[config.mk]
export PLATFORM = sky130hd
export DESIGN_NAME = booth_mult_sched
export DESIGN_NICKNAME = d
export VERILOG_FILES = /design/src/rtl/booth_pkg.sv /design/src/rtl/booth_op_fifo.sv /design/src/rtl/booth_mult_sched.sv
export SDC_FILE = /design/constraint.sdc
export NUM_CORES = 1
export LEC_CHECK = 0
export CELL_PAD_IN_SITES_DETAIL_PLACEMENT = 2
export CELL_PAD_IN_SITES_GLOBAL_PLACEMENT = 2
export CORE_UTILIZATION = 38
export DETAILED_ROUTE_END_ITERATION = 12
export PLACE_DENSITY_LB_ADDON = 0.1
export SYNTH_ARGS = -nofsm -noshare
export SYNTH_HDL_FRONTEND = slang
export SYNTH_HIERARCHICAL = 1
export SYNTH_SLANG_ARGS = --single-unit
[constraint.sdc]
create_clock -name clk -period 3.4 [get_ports clk]
set_clock_uncertainty 0.1 [all_clocks]
set_input_delay 0.34 -clock clk [delete_from_list [all_inputs] [get_ports clk]]
set_output_delay 0.34 -clock clk [all_outputs]
set_load 0.01 [all_outputs]
[src/rtl/booth_pkg.sv]
// -----------------------------------------------------------------------------
// booth_pkg
// Shared definitions for the Booth multiplier scheduler:
//   - default operand / product widths and operand-queue depth
//   - scheduler FSM state encoding (IDLE, ISSUE, SETTLE, WAIT)
// -----------------------------------------------------------------------------
package booth_pkg;

  localparam int unsigned BOOTH_A_W        = 8;
  localparam int unsigned BOOTH_B_W        = 8;
  localparam int unsigned BOOTH_OUT_W      = BOOTH_A_W + BOOTH_B_W;
  localparam int unsigned BOOTH_FIFO_DEPTH = 4;

  // Encodings are fixed so the state register matches the legacy
  // two-bit encoding 0..3 when probed on a bus.
  typedef enum logic [1:0] {
    IDLE   = 2'd0,
    ISSUE  = 2'd1,
    SETTLE = 2'd2,
    WAIT   = 2'd3
  } booth_state_e;

endpackage : booth_pkg

[src/rtl/booth_op_fifo.sv]
// -----------------------------------------------------------------------------
// booth_op_fifo
// Operand-pair queue for the Booth scheduler. Synchronous FIFO, first-word
// fall-through: data_o always shows the head entry while not empty.
//
// Parameters:
//   WIDTH   entry width in bits
//   DEPTH   number of entries, power of two and at least 2
//
// Ports:
//   clk      in   clock
//   rst      in   synchronous active-high reset (pointers and count only)
//   push_i   in   write data_i this cycle (ignored when full)
//   pop_i    in   drop head entry this cycle (ignored when empty)
//   data_i   in   WIDTH  entry to write
//   data_o   out  WIDTH  head entry
//   full_o   out  queue holds DEPTH entries
//   empty_o  out  queue holds no entries
//   count_o  out  $clog2(DEPTH)+1  occupancy
// -----------------------------------------------------------------------------
module booth_op_fifo #(
  parameter int unsigned WIDTH = 16,
  parameter int unsigned DEPTH = 4
) (
  input  logic                       clk,
  input  logic                       rst,
  input  logic                       push_i,
  input  logic                       pop_i,
  input  logic [WIDTH-1:0]           data_i,
  output logic [WIDTH-1:0]           data_o,
  output logic                       full_o,
  output logic                       empty_o,
  output logic [$clog2(DEPTH):0]     count_o
);

  localparam int unsigned PTR_W = $clog2(DEPTH);
  localparam int unsigned CNT_W = PTR_W + 1;

  logic [WIDTH-1:0] mem_q [DEPTH];
  logic [PTR_W-1:0] wr_ptr_q, wr_ptr_d;
  logic [PTR_W-1:0] rd_ptr_q, rd_ptr_d;
  logic [CNT_W-1:0] cnt_q, cnt_d;
  logic             do_push;
  logic             do_pop;

  assign full_o  = (cnt_q == CNT_W'(DEPTH));
  assign empty_o = (cnt_q == '0);
  assign count_o = cnt_q;
  assign data_o  = mem_q[rd_ptr_q];

  // A push is refused when full even if a pop happens in the same cycle,
  // so the full flag never depends on the consumer in the same cycle.
  assign do_push = push_i && !full_o;
  assign do_pop  = pop_i && !empty_o;

  // Power-of-two depth: pointer overflow is the modulo wrap.
  always_comb begin
    wr_ptr_d = wr_ptr_q;
    rd_ptr_d = rd_ptr_q;
    cnt_d    = cnt_q;
    if (do_push) begin
      wr_ptr_d = wr_ptr_q + PTR_W'(1);
    end
    if (do_pop) begin
      rd_ptr_d = rd_ptr_q + PTR_W'(1);
    end
    unique case ({do_push, do_pop})
      2'b10:   cnt_d = cnt_q + CNT_W'(1);
      2'b01:   cnt_d = cnt_q - CNT_W'(1);
      default: cnt_d = cnt_q;
    endcase
  end

  always_ff @(posedge clk) begin
    if (rst) begin
      wr_ptr_q <= '0;
      rd_ptr_q <= '0;
      cnt_q    <= '0;
    end else begin
      wr_ptr_q <= wr_ptr_d;
      rd_ptr_q <= rd_ptr_d;
      cnt_q    <= cnt_d;
    end
  end

  // Storage carries no reset; stale entries are unreachable once the
  // pointers and count are cleared.
  always_ff @(posedge clk) begin
    if (do_push) begin
      mem_q[wr_ptr_q] <= data_i;
    end
  end

endmodule : booth_op_fifo

[src/rtl/booth_mult_sched.sv]
// -----------------------------------------------------------------------------
// booth_mult_sched
// Feeds signed operand pairs from a small queue to an external sequential
// Booth multiplier and holds each product in a valid/ready result register.
//
// Parameters:
//   MUL_A_W     multiplier (A) operand width
//   MUL_B_W     multiplicand (B) operand width
//   MUL_OUT_W   product width (normally MUL_A_W+MUL_B_W)
//   FIFO_DEPTH  operand queue depth, power of two and at least 2
//
// Ports:
//   clk, rst      clock, synchronous active-high reset
//   s_valid_i     in   operand pair valid
//   s_ready_o     out  queue can accept (not full)
//   s_a_i/s_b_i   in   signed operands A / B
//   mul_valid_o   out  one-cycle start pulse to the multiplier
//   mul_a_o/_b_o  out  operands to the multiplier (held between issues)
//   mul_done_i    in   multiplier idle/done level
//   mul_prod_i    in   multiplier product
//   m_valid_o     out  result valid
//   m_ready_i     in   downstream accepts the result
//   m_prod_o      out  signed product
//   busy_o        out  FSM not idle or queue non-empty
//   fifo_cnt_o    out  queue occupancy
// -----------------------------------------------------------------------------
module booth_mult_sched
  import booth_pkg::*;
#(
  parameter int unsigned MUL_A_W    = BOOTH_A_W,
  parameter int unsigned MUL_B_W    = BOOTH_B_W,
  parameter int unsigned MUL_OUT_W  = BOOTH_OUT_W,
  parameter int unsigned FIFO_DEPTH = BOOTH_FIFO_DEPTH
) (
  input  logic                          clk,
  input  logic                          rst,
  input  logic                          s_valid_i,
  output logic                          s_ready_o,
  input  logic [MUL_A_W-1:0]            s_a_i,
  input  logic [MUL_B_W-1:0]            s_b_i,
  output logic                          mul_valid_o,
  output logic [MUL_A_W-1:0]            mul_a_o,
  output logic [MUL_B_W-1:0]            mul_b_o,
  input  logic                          mul_done_i,
  input  logic [MUL_OUT_W-1:0]          mul_prod_i,
  output logic                          m_valid_o,
  input  logic                          m_ready_i,
  output logic [MUL_OUT_W-1:0]          m_prod_o,
  output logic                          busy_o,
  output logic [$clog2(FIFO_DEPTH):0]   fifo_cnt_o
);

  localparam int unsigned OP_W  = MUL_A_W + MUL_B_W;
  localparam int unsigned CNT_W = $clog2(FIFO_DEPTH) + 1;

  // ---------------------------------------------------------------------------
  // Operand queue
  // ---------------------------------------------------------------------------
  logic             fifo_push;
  logic             fifo_pop;
  logic             fifo_full;
  logic             fifo_empty;
  logic [OP_W-1:0]  fifo_head;
  logic [CNT_W-1:0] fifo_cnt;

  booth_state_e state_q, state_d;

  assign s_ready_o  = !fifo_full;
  assign fifo_push  = s_valid_i && !fifo_full;
  // The head was copied to mul_a/b on entry to ISSUE; drop it now.
  assign fifo_pop   = (state_q == ISSUE);
  assign fifo_cnt_o = fifo_cnt;

  booth_op_fifo #(
    .WIDTH (OP_W),
    .DEPTH (FIFO_DEPTH)
  ) u_op_fifo (
    .clk     (clk),
    .rst     (rst),
    .push_i  (fifo_push),
    .pop_i   (fifo_pop),
    .data_i  ({s_a_i, s_b_i}),
    .data_o  (fifo_head),
    .full_o  (fifo_full),
    .empty_o (fifo_empty),
    .count_o (fifo_cnt)
  );

  // ---------------------------------------------------------------------------
  // Issue FSM
  // ---------------------------------------------------------------------------
  logic               mul_valid_q, mul_valid_d;
  logic [MUL_A_W-1:0] mul_a_q, mul_a_d;
  logic [MUL_B_W-1:0] mul_b_q, mul_b_d;
  logic               m_valid_q, m_valid_d;
  logic [MUL_OUT_W-1:0] m_prod_q, m_prod_d;
  logic               capture;

  // Capture only when the result slot is empty or being drained this cycle;
  // otherwise WAIT holds and the multiplier keeps its product stable.
  assign capture = (state_q == WAIT) && mul_done_i && (!m_valid_q || m_ready_i);

  // mul_valid and the operands are loaded on the IDLE->ISSUE transition so
  // they are registered and coincide exactly with the ISSUE cycle.
  always_comb begin
    state_d     = state_q;
    mul_valid_d = 1'b0;
    mul_a_d     = mul_a_q;
    mul_b_d     = mul_b_q;
    unique case (state_q)
      IDLE: begin
        if (!fifo_empty && mul_done_i) begin
          state_d              = ISSUE;
          mul_valid_d          = 1'b1;
          {mul_a_d, mul_b_d}   = fifo_head;
        end
      end
      ISSUE: begin
        state_d = SETTLE;
      end
      // The multiplier's done level may still be stale in this cycle.
      SETTLE: begin
        state_d = WAIT;
      end
      WAIT: begin
        if (capture) begin
          state_d = IDLE;
        end
      end
      default: begin
        state_d = IDLE;
      end
    endcase
  end

  // ---------------------------------------------------------------------------
  // Result register
  // ---------------------------------------------------------------------------
  always_comb begin
    m_valid_d = m_valid_q;
    m_prod_d  = m_prod_q;
    if (capture) begin
      m_valid_d = 1'b1;
      m_prod_d  = mul_prod_i;
    end else if (m_ready_i) begin
      m_valid_d = 1'b0;
    end
  end

  always_ff @(posedge clk) begin
    if (rst) begin
      state_q     <= IDLE;
      mul_valid_q <= 1'b0;
      mul_a_q     <= '0;
      mul_b_q     <= '0;
      m_valid_q   <= 1'b0;
      m_prod_q    <= '0;
    end else begin
      state_q     <= state_d;
      mul_valid_q <= mul_valid_d;
      mul_a_q     <= mul_a_d;
      mul_b_q     <= mul_b_d;
      m_valid_q   <= m_valid_d;
      m_prod_q    <= m_prod_d;
    end
  end

  assign mul_valid_o = mul_valid_q;
  assign mul_a_o     = mul_a_q;
  assign mul_b_o     = mul_b_q;
  assign m_valid_o   = m_valid_q;
  assign m_prod_o    = m_prod_q;
  assign busy_o      = (state_q != IDLE) || !fifo_empty;

endmodule : booth_mult_sched
### Word level (Yosys, flattened, before mapping)

Memories as Yosys holds them, arrays and structs flattened. A register that Yosys moved wholly into a read port is not among the register bits.
Cells that the tools add are included.

| cells by class | value |
|---|---|
| bitwise operators | 1 |
| reduce and logical (&&, ||, !) cells | 19 |
| multiply operators | 0 |
| add/subtract/negate cells | 4 |
| shifts and indexed selects | 0 |
| divide/modulo/power cells | 0 |
| magnitude comparators | 0 |
| eq/ne operators | 8 |
| muxes and demuxes | 9 |

Operators by type and width:

| cell | count |
|---|---|
| 2-bit case mux with 4 select lines | 1 |
| 2-bit == test (second input constant) | 3 |
| 1-bit logical AND | 6 |
| 3-bit case mux with 2 select lines | 1 |
| 2-bit nonzero test | 3 |
| 1-bit two-way mux | 5 |
| 2-bit by 1-bit adder with 2-bit output (second input constant) | 2 |
| 2-bit by 1-bit == test with 1-bit output (second input constant) | 2 |
| 2-bit two-way mux | 2 |
| 2-bit != test (second input constant) | 2 |
| 2-bit AND reduction | 2 |
| 3-bit by 1-bit adder with 3-bit output (second input constant) | 1 |
| 3-bit == test (second input constant) | 1 |
| 1-bit zero test | 3 |
| 3-bit zero test | 1 |
| 3-bit by 1-bit subtractor with 3-bit output (second input constant) | 1 |
| 2-bit zero test | 1 |
| 1-bit logical OR | 2 |
| 2-bit OR reduction | 1 |
| 1-bit inverter | 1 |

| storage, ports and cells | value |
|---|---|
| bits in read-only memories | 0 |
| bits in latches | 0 |
| logic and storage cells | 49 |
| register bits | 27 |
| memories | 1 |
| bits in writable memories | 64 |

Memories:

| memory | words | width | read ports | clocked after Yosys merged registers in | write ports | line | source |
|---|---|---|---|---|---|---|---|
| u_op_fifo.mem_q | 4 | 16 | 1 | 1 | 1 | booth_op_fifo.sv:39 | `logic [WIDTH-1:0] mem_q [DEPTH];` |

### Longest topological paths before layout

| depth | value |
|---|---|
| word-level depth | 6 |
| gate-level depth with buffers | 11 |
| mapped depth without buffers | 11 |

### Modules after synthesis

Netlist, hierarchy kept.

By module, submodules not included:

| module | sequential area each (um2) | area an instance (um2) | times used | cells each |
|---|---|---|---|---|
| booth_op_fifo | 2,102.0 | 2,821.5 | 1 | 138 |
| booth_mult_sched | 720.7 | 1,380.1 | 1 | 169 |

### Worst setup path after synthesis

No wires, ideal clock.

| timing path | value |
|---|---|
| path kind | register to register |
| start point | register u_op_fifo.cnt_q[2], in the netlist u_op_fifo/count_o[2] |
| end point | register u_op_fifo.cnt_q[2], in the netlist u_op_fifo/count_o[2] |
| arrival time | 2.109 ns |
| data required time | 3.230 ns |
| setup slack | 1.121 ns |
| path buffers | 0 |
| library setup time | 0.070 ns |
| stages on the path, launching flop included | 12 |
| clock period less this slack | 2.279 ns |
| cells stage by stage | dfxtp_1 nor3b_2 nor2b_1 inv_1 nor2_1 inv_1 ha_1 inv_1 fa_1 xor2_1 or3_1 a21oi_1 |

| on the way | value |
|---|---|
| cells in the longest elaborated chain, start to end | 6 |
| elaborated cells between the ends (all ways) | 13 |
| classes of those cells | add/sub: 2; eq/ne: 3; mux: 1; reduce/logical: 7 |

Ends and longest elaborated chain:

| element | line | source |
|---|---|---|
| start, declared | booth_op_fifo.sv:42 | `logic [CNT_W-1:0] cnt_q, cnt_d;` |
| start signal, assigned | booth_op_fifo.sv:82 | `cnt_q <= cnt_d;` |
| 3-bit == test (*) | booth_op_fifo.sv:46 | `assign full_o = (cnt_q == CNT_W'(DEPTH));` |
| via fifo_full | booth_mult_sched.sv:61 | `logic fifo_full;` |
| 1-bit zero test (*) | booth_mult_sched.sv:69 | `assign fifo_push = s_valid_i && !fifo_full;` |
| 1-bit logical AND (*) | booth_mult_sched.sv:69 |  |
| via fifo_push | booth_mult_sched.sv:59 | `logic fifo_push;` |
| 1-bit logical AND (*) | booth_op_fifo.sv:53 | `assign do_push = push_i && !full_o;` |
| 2-bit by 1-bit == test with 1-bit output / 2-bit == test (equally long branches) | booth_op_fifo.sv:67 | `unique case ({do_push, do_pop})` |
| 3-bit case mux with 2 select lines / 2-bit nonzero test (equally long branches) | -- |  |

The timed path passes the listed nets; every way through them passes the cells marked *.
A chain may end at the register's enable or synchronous reset.

### Worst setup path after layout

Ends and elaborated chain as after synthesis.

==> run_results.csv <==
group,metric,value,unit
run_status,status,"completed",
global_routing,grt_pass1_wl,14480,um
setup_path,rrSetupSlack,0.85,ns
cts,clkLatencyLatePin,0.36,ns
power,seqPwrFrac,49.5,%
floorplan,die_w,107.2,um
detailed_routing,via_per_inst,4.915,
synth,syn_nets,354,
power,ir_drop,0.2707,mV
placed_design,hpwl,6474,um
power,p_int,2.333,mW
hold_path,min_path_cells,2,
cts,h-tree-depth,3,
timing,clock.fmax,0.3918,GHz
timing,post-route-period-util,75.07,%
floorplan,placementRows,38,
synth,netlist_instances,307,
floorplan,die-height,107.2,um
cts,clkTransAtPathRegs,0.11,ns
placed_design,routabilityCongestion,0.7186,
synth,yosys-top-cells-count,"nand2_1 (68), edfxtp_1 (64), dfxtp_1 (45)",
setup_path,critPathCaptureType,"flop",
finish,syn_to_final_growth,25.88,%
synth,synth.most_common_cell,"nand2_1",
floorplan,pin_count,76,
synth,synth-seq-cells,109,
timing,setup_tns,0,ns
synth,synth_top_area_share,45.74,%
placed_design,port_buffers,75,
hold_path,hold_start,"m_prod_o[9]$_SDFFE_PP0P_",
finish,final_nets,432,
cts,cts_tree,"done",
timing,rsz0062_at_grt,"no",
synth,yosysWarnings,6,
global_routing,grt_start_max_net_pins,38,
detailed_routing,drc_errors,0,
setup_path,cpMostUsedCell,"inv_1",
setup_path,worstPathMaxFanout,6,
power,p_sw,0.9956,mW
setup_path,regToRegStartpoint,"u_op_fifo/count_o[2]$_SDFFE_PP0P_",
synth,synth.yosys.seq_area_share,67.18,%
timing,setup_violations,0,
timing,slew_violations,0,
global_routing,antenna_found_initial,0,
synth,synth_top_cell_by_area,"edfxtp_1",
hold_path,holdPathEnd,"m_prod_o[9]$_SDFFE_PP0P_",
setup_path,crit_slowest_cell,"dfxtp_1",
setup_path,startpoint_type,"flop",
setup_path,reg2reg_depth,11,
global_routing,overflow,0,
cts,postCtsHoldBufs,0,
setup_path,critical_path_arrival,2.75,ns
detailed_routing,drt_iter0_drc,80,
synth,synth_area,0.004202,mm2
hold_path,hp-class,"reg2reg",
cts,cts_resized,0,
detailed_routing,final_antenna_net_count,0,
power,power.density,629.4,mW/mm2
synth,synth_ff_type,"edfxtp_1",
synth,synthArstFlopShare,0,%
finish,antenna_cells,0,
timing,worstMarginPinSlew,0.7906,ns
job,maxCapViolCount,0,
finish,num-fill-cells,1047,
cts,clk_path_buf_depth,2,
synth,synth_cell_type_count,36,
finish,drive_gt1_share,10.00,%
setup_path,required,3.60,ns
cts,clock_sinks,109,
floorplan,die_area,0.01148,mm2
power,power.share.combinational,25.0,%
timing,hold_ws,0.3642,ns
setup_path,path_class,"reg2reg",
synth,synth_area_leaders,"edfxtp_1 (46%), dfxtp_1 (21%), nand2_1 (6.1%)",
cts,clock-root-buffer,"clkbuf_8",
finish,finalCoreUtilization,49.00,%
power,switching_share,29.91,%
synth,syn_avg_cell_area,13.69,um2
global_routing,grt_pass1_vias,2804,
placed_design,dp_cells,514,
detailed_routing,num_vias,2605,
timing,finalHoldViolations,0,
setup_path,cpPeakStageDelay,0.43,ns
cts,post_cts_buffers,0,
timing,period_needed,2.553,ns
finish,fin_cells,530,
setup_path,path_cells,"nor3b_2 -> nor2b_1 -> inv_1 -> nor2_1 -> inv_1 -> ha_1 -> inv_1 -> fa_1 -> xor2_1 -> or3_1 -> a21oi_1",
power,p_leak,1.781,nW
timing,max-slew-margin-rel,47.22,%
floorplan,core_region_area,0.01079,mm2
detailed_routing,wire_per_inst,17.02,um
detailed_routing,dr.pass1.iters,4,
detailed_routing,drt_wl_total,9019,um
power,pwr-share-clk,25.4,%
setup_path,r2r-end,"u_op_fifo/count_o[2]$_SDFFE_PP0P_",
global_routing,grt_usage,16.67,%
synth,synth-edff-count,64,
cts,numCtsBuffers,9,
floorplan,initial_utilization,38.93,%
-- metal layers --
metal	GRT usage (%)	up-vias	share of wire (%)
met4	5.284	0	0.99
met1	22.24	1292	46
met5	0	-	0
li1	-	1240	-
met3	3.040	9	4.5
met2	27.60	64	49
-- cells in the final DEF, fill, tap and decap left out --
master and instances:
xor2_1 3, nand3_1 1, nand2b_1 3, ha_1 9, o21ai_0 4, clkbuf_8 9, nor3_1 1, bufinv_16 1
mux4_1 6, nand2b_4 1, clkdlybuf4s50_1 75, inv_8 3, a21bo_2 1, nor2_4 1, nand2b_2 1, mux2i_1 1
a221oi_1 1, nand2_1 68, o31ai_1 1, nor3b_2 1, mux4_2 10, inv_6 2, nor2b_1 2, inv_1 12
and2_1 4, a211o_1 1, edfxtp_1 64, or2_1 1, clkinv_8 1, a21oi_1 37, or3_1 3, nand2_2 1
dfxtp_1 45, fa_1 1, buf_4 7, nor2_1 8
-- metrics by stage --
stage                     area (um2)  setup WS [ns]  total power, mW
after floorplan                 4202          1.121            2.192
after global placement          5067         0.9105            2.494
after detailed placement        5067         0.7994            2.538
after CTS                       5289         0.7859            3.395
after global routing            5289         0.5942            3.524
final                           5289         0.8475            3.329
-- how the worst max path moves through the flow --
| stage | start | endpoint | cells past startpoint |
|---|---|---|---|
| after floorplan | u_op_fifo/count_o[2]$_SDFFE_PP0P_ | u_op_fifo/count_o[2]$_SDFFE_PP0P_ | 11 |
| after global placement | s_valid_i | u_op_fifo/count_o[2]$_SDFFE_PP0P_ | 11 |
| after detailed placement | s_valid_i | u_op_fifo/count_o[2]$_SDFFE_PP0P_ | 11 |
| after CTS | u_op_fifo/count_o[2]$_SDFFE_PP0P_ | u_op_fifo/count_o[2]$_SDFFE_PP0P_ | 11 |
| after global routing | u_op_fifo/count_o[2]$_SDFFE_PP0P_ | u_op_fifo/count_o[2]$_SDFFE_PP0P_ | 11 |
| final | u_op_fifo/count_o[2]$_SDFFE_PP0P_ | u_op_fifo/count_o[2]$_SDFFE_PP0P_ | 11 |
-- power groups by stage --
stage                     Sequential [mW]  Combinational (mW)  Clock [mW]
after floorplan                      1.69               0.500           0
after global placement               1.67               0.824           0
after detailed placement             1.69               0.851           0
after CTS                            1.66               0.858       0.881
after global routing                 1.67               0.924       0.928
final                                1.65               0.833       0.847
-- final cells by class --
cell class / instances / area, um2 / area share (%)
flip-flops and latches: 109 / 2823 / 53.37
multi-input cells: 171 / 1221 / 23.09
repair buffers: 82 / 803.3 / 15.19
well taps: 140 / 175.2 / 3.312
clock buffers: 9 / 123.9 / 2.342
clock inverters: 7 / 97.59 / 1.845
inverters: 12 / 45.04 / 0.8517
-- worst max-delay path: cells and delay by family, from the launching register on --
family | cells | cell delay [ns]
flip-flops | 1 | 0.43
XOR/XNOR | 1 | 0.16
AND/OR/NAND/NOR | 4 | 0.83
AO/OA/AOI/OAI | 1 | 0.15
adder cells (fa/ha/maj) | 2 | 0.56
buffers and inverters | 3 | 0.25
-- sequential cells by signal, summed over array words and instances (netlist names), named ones only --
| register | count |
|---|---|
| state_q | 2 |
| mul_a_o | 8 |
| mul_valid_o | 1 |
| u_op_fifo/count_o | 3 |
| u_op_fifo/rd_ptr_q | 2 |
| u_op_fifo/wr_ptr_q | 2 |
| mul_b_o | 8 |
| u_op_fifo/mem_q | 64 |
| m_prod_o | 16 |
| m_valid_o | 1 |
-- logic make-up (layout without fill, tap and decap cells) --
family	after synthesis	in the layout	synth area share, %
AO/OA/AOI/OAI	45	45	5.718
XOR/XNOR	3	3	0.6255
adder cells (fa/ha/maj)	10	10	3.157
buffers and inverters	27	110	3.752
flip-flops	109	109	67.18
multiplexers	17	17	9.351
AND/OR/NAND/NOR	96	96	10.21
Note: power is estimated with default switching activity, not from simulation.
